--- config.mk ---
export PLATFORM = sky130hd
export DESIGN_NAME = sqrt_feeder
export DESIGN_NICKNAME = d
export VERILOG_FILES = /design/src/rtl/sqrt_feeder_pkg.sv /design/src/rtl/sqrt_feeder_fifo.sv /design/src/rtl/sqrt_feeder.sv
export SDC_FILE = /design/constraint.sdc
export NUM_CORES = 1
export LEC_CHECK = 0
export CELL_PAD_IN_SITES_DETAIL_PLACEMENT = 1
export CELL_PAD_IN_SITES_GLOBAL_PLACEMENT = 1
export CORE_UTILIZATION = 35
export DETAILED_ROUTE_END_ITERATION = 16
export HOLD_SLACK_MARGIN = 0.02
export PLACE_DENSITY = 0.69
export SYNTH_ARGS = -nofsm -noshare
export SYNTH_HDL_FRONTEND = slang
export SYNTH_SLANG_ARGS = --single-unit
--- constraint.sdc ---
create_clock -name clk_i -period 2.7 [get_ports clk_i]
set_input_delay 0.54 -clock clk_i [delete_from_list [all_inputs] [get_ports clk_i]]
set_output_delay 0.54 -clock clk_i [all_outputs]
set_load 0.02 [all_outputs]
--- src/rtl/sqrt_feeder_pkg.sv ---
// Shared definitions for the square-root feeder: FSM encoding and parameter defaults.
// The issue path walks IDLE -> ACK -> RUN -> HOLD once per operand.
package sqrt_feeder_pkg;

  localparam int DEPTH_DEFAULT       = 4;
  localparam int ACK_TIMEOUT_DEFAULT = 4;
  localparam int DATA_W              = 8;

  typedef enum logic [1:0] {
    ST_IDLE = 2'd0,
    ST_ACK  = 2'd1,
    ST_RUN  = 2'd2,
    ST_HOLD = 2'd3
  } state_t;

  // Next pointer value for a power-of-two ring; wraps by truncation.
  function automatic logic [3:0] ptr_next(input logic [3:0] ptr);
    return ptr + 4'd1;
  endfunction

endpackage

--- src/rtl/sqrt_feeder_fifo.sv ---
// Operand FIFO: power-of-two ring buffer with an occupancy counter.
// The head entry is read combinationally; a pushed entry is visible from the next cycle.
module sqrt_feeder_fifo
  import sqrt_feeder_pkg::*;
#(
  parameter int DEPTH = DEPTH_DEFAULT,
  parameter int W     = DATA_W,
  localparam int AW   = (DEPTH > 1) ? $clog2(DEPTH) : 1,
  localparam int LW   = $clog2(DEPTH) + 1
) (
  input  logic          clk_i,
  input  logic          rst_i,
  input  logic          push,
  input  logic [W-1:0]  din,
  input  logic          pop,
  output logic [W-1:0]  head,
  output logic [LW-1:0] level,
  output logic          full,
  output logic          empty
);

  logic [W-1:0]  mem [DEPTH];
  logic [AW-1:0] wr_ptr;
  logic [AW-1:0] rd_ptr;
  logic          push_ok;
  logic          pop_ok;
  logic [3:0]    wr_ptr_ext;
  logic [3:0]    rd_ptr_ext;

  assign full    = (level == LW'(DEPTH));
  assign empty   = (level == {LW{1'b0}});
  assign push_ok = push && !full;
  assign pop_ok  = pop && !empty;
  assign head    = mem[rd_ptr];

  assign wr_ptr_ext = 4'(wr_ptr);
  assign rd_ptr_ext = 4'(rd_ptr);

  always_ff @(posedge clk_i) begin
    if (push_ok) begin
      mem[wr_ptr] <= din;
    end
  end

  always_ff @(posedge clk_i or posedge rst_i) begin
    if (rst_i) begin
      wr_ptr <= {AW{1'b0}};
      rd_ptr <= {AW{1'b0}};
      level  <= {LW{1'b0}};
    end else begin
      if (push_ok) begin
        wr_ptr <= AW'(ptr_next(wr_ptr_ext));
      end
      if (pop_ok) begin
        rd_ptr <= AW'(ptr_next(rd_ptr_ext));
      end
      case ({push_ok, pop_ok})
        2'b10:   level <= level + LW'(1);
        2'b01:   level <= level - LW'(1);
        default: level <= level;
      endcase
    end
  end

endmodule

--- src/rtl/sqrt_feeder.sv ---
// Feeds queued operands one at a time to a square-root unit and holds each root
// until the consumer takes it; a missing busy acknowledge drops the operand and flags err_o.
module sqrt_feeder
  import sqrt_feeder_pkg::*;
#(
  parameter int DEPTH       = DEPTH_DEFAULT,
  parameter int ACK_TIMEOUT = ACK_TIMEOUT_DEFAULT
) (
  input  logic                     clk_i,
  input  logic                     rst_i,
  input  logic [7:0]               x_bi,
  input  logic                     valid_i,
  output logic                     ready_o,
  output logic [7:0]               sr_x_bo,
  output logic                     sr_start_o,
  input  logic                     sr_busy_i,
  input  logic [7:0]               sr_y_bi,
  output logic [7:0]               y_bo,
  output logic                     valid_o,
  input  logic                     ready_i,
  output logic [$clog2(DEPTH):0]   level_o,
  output logic                     err_o
);

  localparam int CW = $clog2(ACK_TIMEOUT + 1);
  localparam logic [CW-1:0] ACK_LAST = CW'(ACK_TIMEOUT - 1);

  state_t        state;
  logic [CW-1:0] ack_cnt;
  logic [7:0]    fifo_head;
  logic          fifo_full;
  logic          fifo_empty;
  logic          fifo_pop;
  logic          fifo_push;

  assign ready_o   = !fifo_full;
  assign fifo_push = valid_i;
  assign fifo_pop  = (state == ST_IDLE) && !fifo_empty && !sr_busy_i;

  sqrt_feeder_fifo #(
    .DEPTH (DEPTH),
    .W     (8)
  ) u_fifo (
    .clk_i (clk_i),
    .rst_i (rst_i),
    .push  (fifo_push),
    .din   (x_bi),
    .pop   (fifo_pop),
    .head  (fifo_head),
    .level (level_o),
    .full  (fifo_full),
    .empty (fifo_empty)
  );

  // HOLD spends its first cycle raising valid_o so the captured root is never offered early.
  always_ff @(posedge clk_i or posedge rst_i) begin
    if (rst_i) begin
      state      <= ST_IDLE;
      ack_cnt    <= {CW{1'b0}};
      sr_x_bo    <= 8'd0;
      sr_start_o <= 1'b0;
      y_bo       <= 8'd0;
      valid_o    <= 1'b0;
      err_o      <= 1'b0;
    end else begin
      sr_start_o <= 1'b0;
      case (state)
        ST_IDLE: begin
          if (fifo_pop) begin
            sr_x_bo    <= fifo_head;
            sr_start_o <= 1'b1;
            ack_cnt    <= {CW{1'b0}};
            state      <= ST_ACK;
          end else begin
            state <= ST_IDLE;
          end
        end
        ST_ACK: begin
          if (sr_busy_i) begin
            state <= ST_RUN;
          end else if (ack_cnt == ACK_LAST) begin
            err_o <= 1'b1;
            state <= ST_IDLE;
          end else begin
            ack_cnt <= ack_cnt + CW'(1);
          end
        end
        ST_RUN: begin
          if (!sr_busy_i) begin
            y_bo  <= sr_y_bi;
            state <= ST_HOLD;
          end else begin
            state <= ST_RUN;
          end
        end
        ST_HOLD: begin
          if (!valid_o) begin
            valid_o <= 1'b1;
          end else if (ready_i) begin
            valid_o <= 1'b0;
            state   <= ST_IDLE;
          end else begin
            state <= ST_HOLD;
          end
        end
        default: begin
          state <= ST_IDLE;
        end
      endcase
    end
  end

endmodule

==> impl_metrics.json, run 1 <==
{
  "outcome": "finished, violations left",
  "violations": "design-rule violations",
  "postCtsSetupBuffers": 0,
  "num_antenna_cells": 0,
  "path_class": "reg2reg",
  "fp.dieW_um": 88.2,
  "leakage_nw": 1.33,
  "gr-total-overflow": 0,
  "drive_gt1_share_pct": 25.2,
  "grt_pass1_vias": 1506,
  "worst_slew_pin_slew_ps": 591,
  "cp-end-kind": "flip-flop",
  "synth_cells": 145,
  "syn-cell-area_mm2": 0.00260,
  "dr.first_iter.drc_count": 101,
  "clk_latency_ps": 330,
  "finClkSkew_ps": 8.50,
  "stdcell_count": 301,
  "synth_seq_area_share_pct": 66.8,
  "antenna_found_initial": 0,
  "initial_utilization_pct": 36.0,
  "hold_viol": 0,
  "rsz0062_at_grt": "false",
  "dp_hpwl_mm": 3.45,
  "grt_max_degree": 32,
  "core_area_mm2": 0.00721,
  "min_period_ps": 2340,
  "wl_mm": 4.91,
  "tns_ps": 0,
  "hp-class": "reg2reg",
  "cp_max_fo": 6,
  "cp_cell_sequence": "or3b_1 > and2_4 > inv_1 > ha_1 > inv_1 > fa_1 > xor2_1 > nor2_1 > xor2_1",
  "clock-root-buffer": "clkbuf_8",
  "finalSetupViolCount": 0,
  "fin_crit_sh_pct": 86.7,
  "synthesis.nets": 174,
  "post_cts_resized": 0,
  "clockBufferDepth": 2,
  "fp.dieArea_mm2": 0.00778,
  "vias": 1395,
  "hold_buffers": 0,
  "place.gp.congestion": 0.701,
  "crit_required_ps": 2940,
  "slowest_delay_ps": 480,
  "dp_cells": 285,
  "irDropWorstVdd_v": 0.000474,
  "timing.fmax_ghz": 0.427,
  "ys_types": 28,
  "path_clk_slew_ps": 70,
  "cp.arrival_ps": 2580,
  "yosys_register_bits": 63,
  "io-pin-count": 44,
  "start_kind": "flip-flop",
  "power.density_mw_per_mm2": 1170,
  "clock-sinks": 63,
  "ys_warn_count": 0,
  "drc": 1,
  "cts_tree": "done",
  "num-nets-final": 226,
  "utilization_pct": 46.6,
  "drtAntennaViolNets": 0,
  "wl_per_cell_um": 16.3,
  "die_h_um": 88.2,
  "cpMaxStageDelayCell": "or3b_1",
  "track_usage_pct": 14.0,
  "max_cap_viol_count": 0,
  "cts-htree-levels": 3,
  "syn_area_per_cell_um2": 17.9,
  "p_total_mw": 3.94,
  "first_pass_iters": 10,
  "maxSlewViolCount": 0,
  "avgViaCountPerCell": 4.63,
  "num_rows": 31,
  "slew_headroom_pct": 60.6,
  "areaGrowthSynthToFinish_pct": 29.3,
  "port_buffers": 43,
  "final_common_cell": "clkdlybuf4s50_1",
  "grt_first_pass_wirelength_mm": 7.76,
  "layout_common_cells": "clkdlybuf4s50_1 (43), edfxtp_1 (32), dfrtp_1 (31)",
  "cts_buffers": 9
}
path summary, 6_finish.rpt:
kind                                   end  slack (ps)       startpoint  cells after the start
hold / removal                       err_o         500            err_o                      1
hold reg to reg                      err_o         500            err_o                      1
min in group asynchronous          y_bo[3]         600            rst_i                      3
max in group asynchronous       sr_x_bo[3]        1780            rst_i                      3
setup reg to reg           u_fifo.level[2]         360  u_fifo.level[1]                      9
setup / recovery           u_fifo.level[2]         360  u_fifo.level[1]                      9
power by group:
part,switching (mW),internal [mW]
combinational,0.618,0.796
clock,0.345,0.570
sequential,0.266,1.35
total,1.23,2.72
layer usage:
metal | global-route usage, % | wire (um)
met1 | 17.1 | 2010
met2 | 23.9 | 2730
met3 | 2.07 | 106
met4 | 7.92 | 62
met5 | 0 | 0
synth_stat cells:
cell | n | area (um2)
o21ai_0 | 2 | 10.0
a22o_1 | 2 | 17.5
fa_1 | 1 | 20.0
and2_2 | 1 | 7.51
buf_2 | 3 | 15.0
or3b_1 | 1 | 8.76
nand3_1 | 1 | 5.00
mux2_4 | 9 | 135
nor3_4 | 1 | 16.3
edfxtp_1 | 32 | 961
mux4_2 | 8 | 180
xor2_1 | 3 | 26.3
ha_1 | 7 | 87.6
and3_1 | 5 | 31.3
a21oi_1 | 5 | 25.0
or3_4 | 1 | 11.3
nor2_1 | 2 | 7.51
a31o_2 | 1 | 8.76
buf_1 | 1 | 3.75
nor3b_4 | 1 | 18.8
inv_1 | 10 | 37.5
xnor2_1 | 3 | 26.3
buf_12 | 1 | 20.0
mux2_2 | 9 | 101
dfrtp_1 | 31 | 776
mux2i_1 | 1 | 10.0
and2_4 | 2 | 17.5
nor4b_2 | 1 | 15.0
layout make-up:
| type | instances | area (um2) |
|---|---|---|
| fillers | 715 | 3850 |
| flip-flops and latches | 63 | 1740 |
| multi-input cells | 67 | 787 |
| repair buffers | 46 | 453 |
| clock buffers | 13 | 159 |
| well taps | 99 | 124 |
| clock inverters | 3 | 65.1 |
| inverters | 10 | 37.5 |
worst max-delay path, delay by kind of cell, from the launching register on:
family        cells  cell delay (ps)
flops             1              420
simple gates      3              820
xor+xnor          2              330
fa+ha+maj         2              570
buf+inv           2              120
through the flow:
step           hold slack, ps  area [um2]  setup slack (ps)
4_1_cts                   497        3360               336
2_1_floorplan             466        2600               403
3_3_place_gp              455        3140               249
5_1_grt                   516        3360               238
6_report                  499        3360               358
3_5_place_dp              476        3140               122
registers in the layout, summed over array words and instances (netlist names):
name	count
u_fifo.mem	32
sr_x_bo	8
y_bo	8
ack_cnt	3
u_fifo.level	3
state	2
u_fifo.rd_ptr	2
u_fifo.wr_ptr	2
err_o	1
sr_start_o	1
valid_o	1
cells by family (layout without fill, tap and decap cells):
group                    Yosys count  after routing  share of synthesized area [%]
multiplexers                      27             27                           16.4
adder cells (fa/ha/maj)            8              8                           4.14
XOR/XNOR                           6              6                           2.02
buffers and inverters             15             72                           2.94
flip-flops                        63             63                           66.8
AO/OA/AOI/OAI                     10             10                           2.36
AND/OR/NAND/NOR                   16             16                           5.34
(Power assumes the default switching activity.)
==> run 2, diff against run 1 <==
--- a/config.mk
+++ b/config.mk
@@ -11,6 +11,7 @@
 export DETAILED_ROUTE_END_ITERATION = 16
 export HOLD_SLACK_MARGIN = 0.02
 export PLACE_DENSITY = 0.69
+export SETUP_SLACK_MARGIN = 0.3
 export SYNTH_ARGS = -nofsm -noshare
 export SYNTH_HDL_FRONTEND = slang
 export SYNTH_SLANG_ARGS = --single-unit
==> run 2 against run 1 <==
Net effect: clock-buffer cell count unchanged; fmax increased by 2.6%; critical path type unchanged; highest routed layer unchanged; register-to-register slack better by 60 ps; the run still ends with design-rule violations left.
==> impl_metrics.json, run 2 (same netlist as run 1, synthesis figures left out) <==
{
  "dp_cells": 285,
  "hp-class": "reg2reg",
  "dr.first_iter.drc_count": 101,
  "fin_crit_sh_pct": 84.6,
  "global_route.usage.met3_pct": 2.07,
  "cp_max_fo": 6,
  "leakage_nw": 1.33,
  "tns_ps": 0,
  "cts_buffers": 9,
  "grt_first_pass_wirelength_mm": 7.76,
  "cts_tree": "done",
  "wl_mm": 4.91,
  "cp-end-kind": "flip-flop",
  "maxSlewViolCount": 0,
  "path_delay_family": "simple AND/OR/NAND/NOR gates",
  "power.density_mw_per_mm2": 1170,
  "grt_use_met2_pct": 23.9,
  "track_usage_pct": 14.0,
  "cts-htree-levels": 3,
  "layout_common_cells": "clkdlybuf4s50_1 (43), edfxtp_1 (32), dfrtp_1 (31)",
  "num-nets-final": 226,
  "first_pass_iters": 10,
  "gr-total-overflow": 0,
  "initial_utilization_pct": 36.0,
  "largest_register": "u_fifo.mem",
  "avgViaCountPerCell": 4.64,
  "hold_buffers": 0,
  "largest_reg_flops": 32,
  "drtAntennaViolNets": 0,
  "wl_per_cell_um": 16.3,
  "fillers": 715,
  "worst_slew_pin_slew_ps": 591,
  "hold_viol": 0,
  "drc": 1,
  "dp_hpwl_mm": 3.45,
  "clockBufferDepth": 2,
  "io-pin-count": 44,
  "path_clk_slew_ps": 70,
  "max_cap_viol_count": 0,
  "violations": "design-rule violations",
  "top_regs": "u_fifo.mem (32), sr_x_bo (8), y_bo (8)",
  "met1_usage_pct": 17.1,
  "finalSetupViolCount": 0,
  "placed_area_mm2": 0.00314,
  "grt_max_degree": 32,
  "clock-root-buffer": "clkbuf_8",
  "clock-sinks": 63,
  "stdcell_count": 301,
  "cpMaxStageDelayCell": "or3b_4",
  "fp.dieW_um": 88.2,
  "cp_cell_sequence": "or3b_4 > and2_4 > inv_1 > ha_1 > inv_1 > fa_1 > xor2_1 > nor2_1 > xor2_1",
  "irDropWorstVdd_v": 0.000474,
  "rsz0062_at_grt": "false",
  "crit_required_ps": 2940,
  "path_class": "reg2reg",
  "slowest_delay_ps": 440,
  "timing.fmax_ghz": 0.438,
  "start_kind": "flip-flop",
  "core_area_mm2": 0.00721,
  "slew_headroom_pct": 60.6,
  "final_common_cell": "clkdlybuf4s50_1",
  "port_buffers": 43,
  "antenna_found_initial": 0,
  "num_rows": 31,
  "num_antenna_cells": 0,
  "min_period_ps": 2280,
  "fp.dieArea_mm2": 0.00778,
  "die_h_um": 88.2,
  "outcome": "finished, violations left",
  "path_buf_inv": 2,
  "vias": 1396,
  "place.gp.congestion": 0.701,
  "finClkSkew_ps": 8.50,
  "drive_gt1_share_pct": 25.7,
  "final_area_mm2": 0.00336,
  "areaGrowthSynthToFinish_pct": 29.4,
  "busiest_layer": "met2",
  "grt_pass1_vias": 1506,
  "clk_latency_ps": 330,
  "cp.arrival_ps": 2520
}
==> run 2: changes by cell type in the layout (fill, tap and decap cells not counted) <==
| cell | change |
|---|---|
| or3b_1 | -1 |
| or3b_4 | +1 |
==> run 2: stage by stage <==
| stage | power, mW | setup slack, ps | util (%) | hold slack, ps |
|---|---|---|---|---|
| after floorplan | 2.51 | 403 | - | 466 |
| after global routing | 4.17 | 306 | 46.6 | 516 |
| after detailed placement | 3.07 | 122 | 43.5 | 476 |
| after global placement | 2.98 | 249 | 43.5 | 455 |
| after CTS | 4.01 | 336 | 46.6 | 497 |
| final | 3.95 | 416 | 46.6 | 499 |
==> run 2: path summary, 6_finish.rpt <==
path / startpoint / endpoint / slack (ps) / depth (start not counted)
hold reg to reg: err_o / err_o / 500 / 1
hold / removal: err_o / err_o / 500 / 1
max in group asynchronous: rst_i / sr_x_bo[3] / 1780 / 3
min in group asynchronous: rst_i / y_bo[3] / 600 / 3
setup / recovery: u_fifo.level[1] / u_fifo.level[2] / 420 / 9
setup reg to reg: u_fifo.level[1] / u_fifo.level[2] / 420 / 9
==> run 2: final cells by class <==
class                           count  area [um2]  share of cell area, %
Inverter                           10        37.5                   1.12
Clock buffer                       13         159                   4.72
Timing Repair Buffer               46         453                   13.5
Sequential cell                    63        1740                   51.6
Clock inverter                      3        65.1                   1.93
Multi-Input combinational cell     67         790                   23.5
Tap cell                           99         124                   3.68
==> run 2: per-layer routing <==
layer	up-vias	routed length, um
met5	-	0
met4	0	62
met3	7	106
met2	20	2730
met1	732	2010
li1	637	-
==> run 2: report_power, final <==
part	leakage [nW]	internal (mW)	switching (mW)	total, mW
Clock	0.114	0.570	0.345	0.915
Combinational	0.554	0.801	0.618	1.42
Sequential	0.664	1.35	0.267	1.62
==> run 2: timing repair <==
action                                  4_1_cts  5_1_grt
setup buffers                                 0        0
endpoints found under the setup margin        0        1
resized for setup                             0        1
==> run 3, diff against run 2 <==
==> constraint.sdc (replaced) <==
create_clock -name clk_i -period 2.16 [get_ports clk_i]
set_input_delay 0.432 -clock clk_i [delete_from_list [all_inputs] [get_ports clk_i]]
set_output_delay 0.432 -clock clk_i [all_outputs]
set_load 0.02 [all_outputs]
==> run 3 against run 2 <==
Net effect: the run still ends with design-rule violations left; cell count grew 4.7%; design area grew 1.6%; flip-flop and latch count is the same; first-iteration DRC count shrank 76%; die area is the same; global-route usage grew 0.18 points; hold slack lost 32 ps; clock skew is essentially flat; sequential share of layout area shrank 0.74 points; largest power group is now combinational cells; clock-buffer cell count grew 1.
==> impl_metrics.json, run 3 (same netlist as run 1, synthesis figures left out) <==
{
  "outcome": "finished, violations left",
  "violations": "design-rule violations",
  "num_antenna_cells": 0,
  "slowest_delay_ps": 400,
  "dr.first_iter.drc_count": 24,
  "fp.dieW_um": 88.2,
  "crit_required_ps": 2400,
  "port_buffers": 43,
  "cp-end-kind": "flip-flop",
  "switching_share_pct": 32.5,
  "hold_buffers": 0,
  "gr-total-overflow": 0,
  "wl_mm": 5.05,
  "max_cap_viol_count": 0,
  "layout_common_cells": "clkdlybuf4s50_1 (40), edfxtp_1 (32), dfrtp_1 (29)",
  "die_h_um": 88.2,
  "vias": 1444,
  "setup_ws_ps": 154,
  "grt_pass1_vias": 1581,
  "grt_max_degree": 32,
  "min_period_ps": 2010,
  "tns_ps": 0,
  "largest_register": "u_fifo.mem",
  "final_common_cell": "clkdlybuf4s50_1",
  "timing.fmax_ghz": 0.498,
  "finClkSkew_ps": 8.57,
  "clk_latency_ps": 330,
  "p_switching_mw": 1.55,
  "fp.dieArea_mm2": 0.00778,
  "power_frac_comb_pct": 41.6,
  "hold_viol": 0,
  "path_delay_family": "simple AND/OR/NAND/NOR gates",
  "grt_first_pass_wirelength_mm": 7.91,
  "power.density_mw_per_mm2": 1400,
  "cp_max_fo": 2,
  "leakage_nw": 1.37,
  "irDropWorstVdd_v": 0.000555,
  "track_usage_pct": 14.2,
  "cts-htree-levels": 3,
  "place_ws_ps": -157,
  "slew_headroom_pct": 62.2,
  "areaGrowthSynthToFinish_pct": 31.5,
  "maxSlewViolCount": 0,
  "cp_cell_sequence": "or3b_4 > and2_4 > inv_2 > ha_4 > inv_2 > fa_2 > xor2_1 > nor2_1 > xor2_1",
  "cpMaxStageDelayCell": "or3b_4",
  "clock-sinks": 63,
  "cp.arrival_ps": 2250,
  "pwr-share-clk_pct": 17.1,
  "path_class": "reg2reg",
  "cts_buffers": 9,
  "fin_crit_sh_pct": 92.9,
  "drtAntennaViolNets": 0,
  "io-pin-count": 44,
  "clock-root-buffer": "clkbuf_8",
  "wl_per_cell_um": 16.0,
  "num-nets-final": 240,
  "largest_reg_flops": 32,
  "path_buf_inv": 2,
  "hp-class": "reg2reg",
  "rsz0062_at_grt": "true",
  "clockBufferDepth": 2,
  "drive_gt1_share_pct": 32.4,
  "dp_hpwl_mm": 3.52,
  "finalSetupViolCount": 0,
  "avgViaCountPerCell": 4.58,
  "antenna_found_initial": 0,
  "first_pass_iters": 12,
  "top_regs": "u_fifo.mem (32), sr_x_bo (8), y_bo (8)",
  "seqPwrFrac_pct": 41.4,
  "core_area_mm2": 0.00721,
  "drc": 1,
  "num_rows": 31,
  "initial_utilization_pct": 36.0,
  "place.gp.congestion": 0.756,
  "p_int_mw": 3.23,
  "start_kind": "flip-flop",
  "worst_slew_pin_slew_ps": 567,
  "path_clk_slew_ps": 60,
  "cts_tree": "done"
}
-- run 3: power groups by stage --
stage	Clock, mW	Combinational, mW	Sequential (mW)
after floorplan	0	1.04	2.12
after global placement	0	1.86	1.97
after detailed placement	0	1.95	2.02
after CTS	0.846	1.99	1.99
after global routing	0.887	2.15	2.04
final	0.816	1.99	1.98
-- run 3: final cells by class --
type,instances,area [um2]
well taps,99,124
clock inverters,2,10.0
inverters,10,37.5
repair buffers,60,561
multi-input cells,67,805
clock buffers,14,143
flip-flops and latches,63,1740
fillers,748,3800
-- run 3: path summary, 6_finish.rpt --
kind	startpoint	to	slack [ps]	depth (start not counted)
max	u_fifo.level[1]	u_fifo.level[2]	150	9
min	err_o	err_o	470	1
max reg2reg	u_fifo.level[1]	u_fifo.level[2]	150	9
min reg2reg	err_o	err_o	470	1
max in group asynchronous	rst_i	u_fifo.level[2]	1330	3
min in group asynchronous	rst_i	y_bo[1]	510	3
-- run 3: per-layer routing --
| layer | GRT usage (%) | share of wire (%) | up-vias | routed length [um] |
|---|---|---|---|---|
| li1 | - | - | 662 | - |
| met5 | 0 | 0 | - | 0 |
| met1 | 16.8 | 41 | 747 | 2080 |
| met3 | 1.70 | 2.9 | 7 | 147 |
| met2 | 24.7 | 54 | 28 | 2730 |
| met4 | 8.80 | 1.7 | 0 | 87 |
-- run 3: stage by stage --
| step | hold WS, ps | area (um2) | cells | util, % | total power [mW] |
|---|---|---|---|---|---|
| after global placement | 453 | 3230 | 294 | 44.7 | 3.84 |
| after floorplan | 466 | 2620 | 145 | - | 3.17 |
| after CTS | 470 | 3400 | 313 | 47.1 | 4.83 |
| after global routing | 489 | 3420 | 315 | 47.4 | 5.07 |
| final | 468 | 3420 | 315 | 47.4 | 4.78 |
| after detailed placement | 455 | 3230 | 294 | 44.7 | 3.97 |
-- run 3: what timing repair did --
| item | in CTS | in global routing |
|---|---|---|
| pin swaps | 5 | 1 |
| gates resized for setup | 3 | 5 |
| setup buffers | 3 | 2 |
| setup endpoints to repair | 4 | 4 |
-- run 3: worst reg2reg max path: cells and delay by family, from the launching register on --
family | cells | cell delay [ps]
and+or+nand+nor | 3 | 680
xor gates and xnor gates | 2 | 300
adders and majority gates | 2 | 450
DFF | 1 | 380
buffers and inverters | 2 | 90
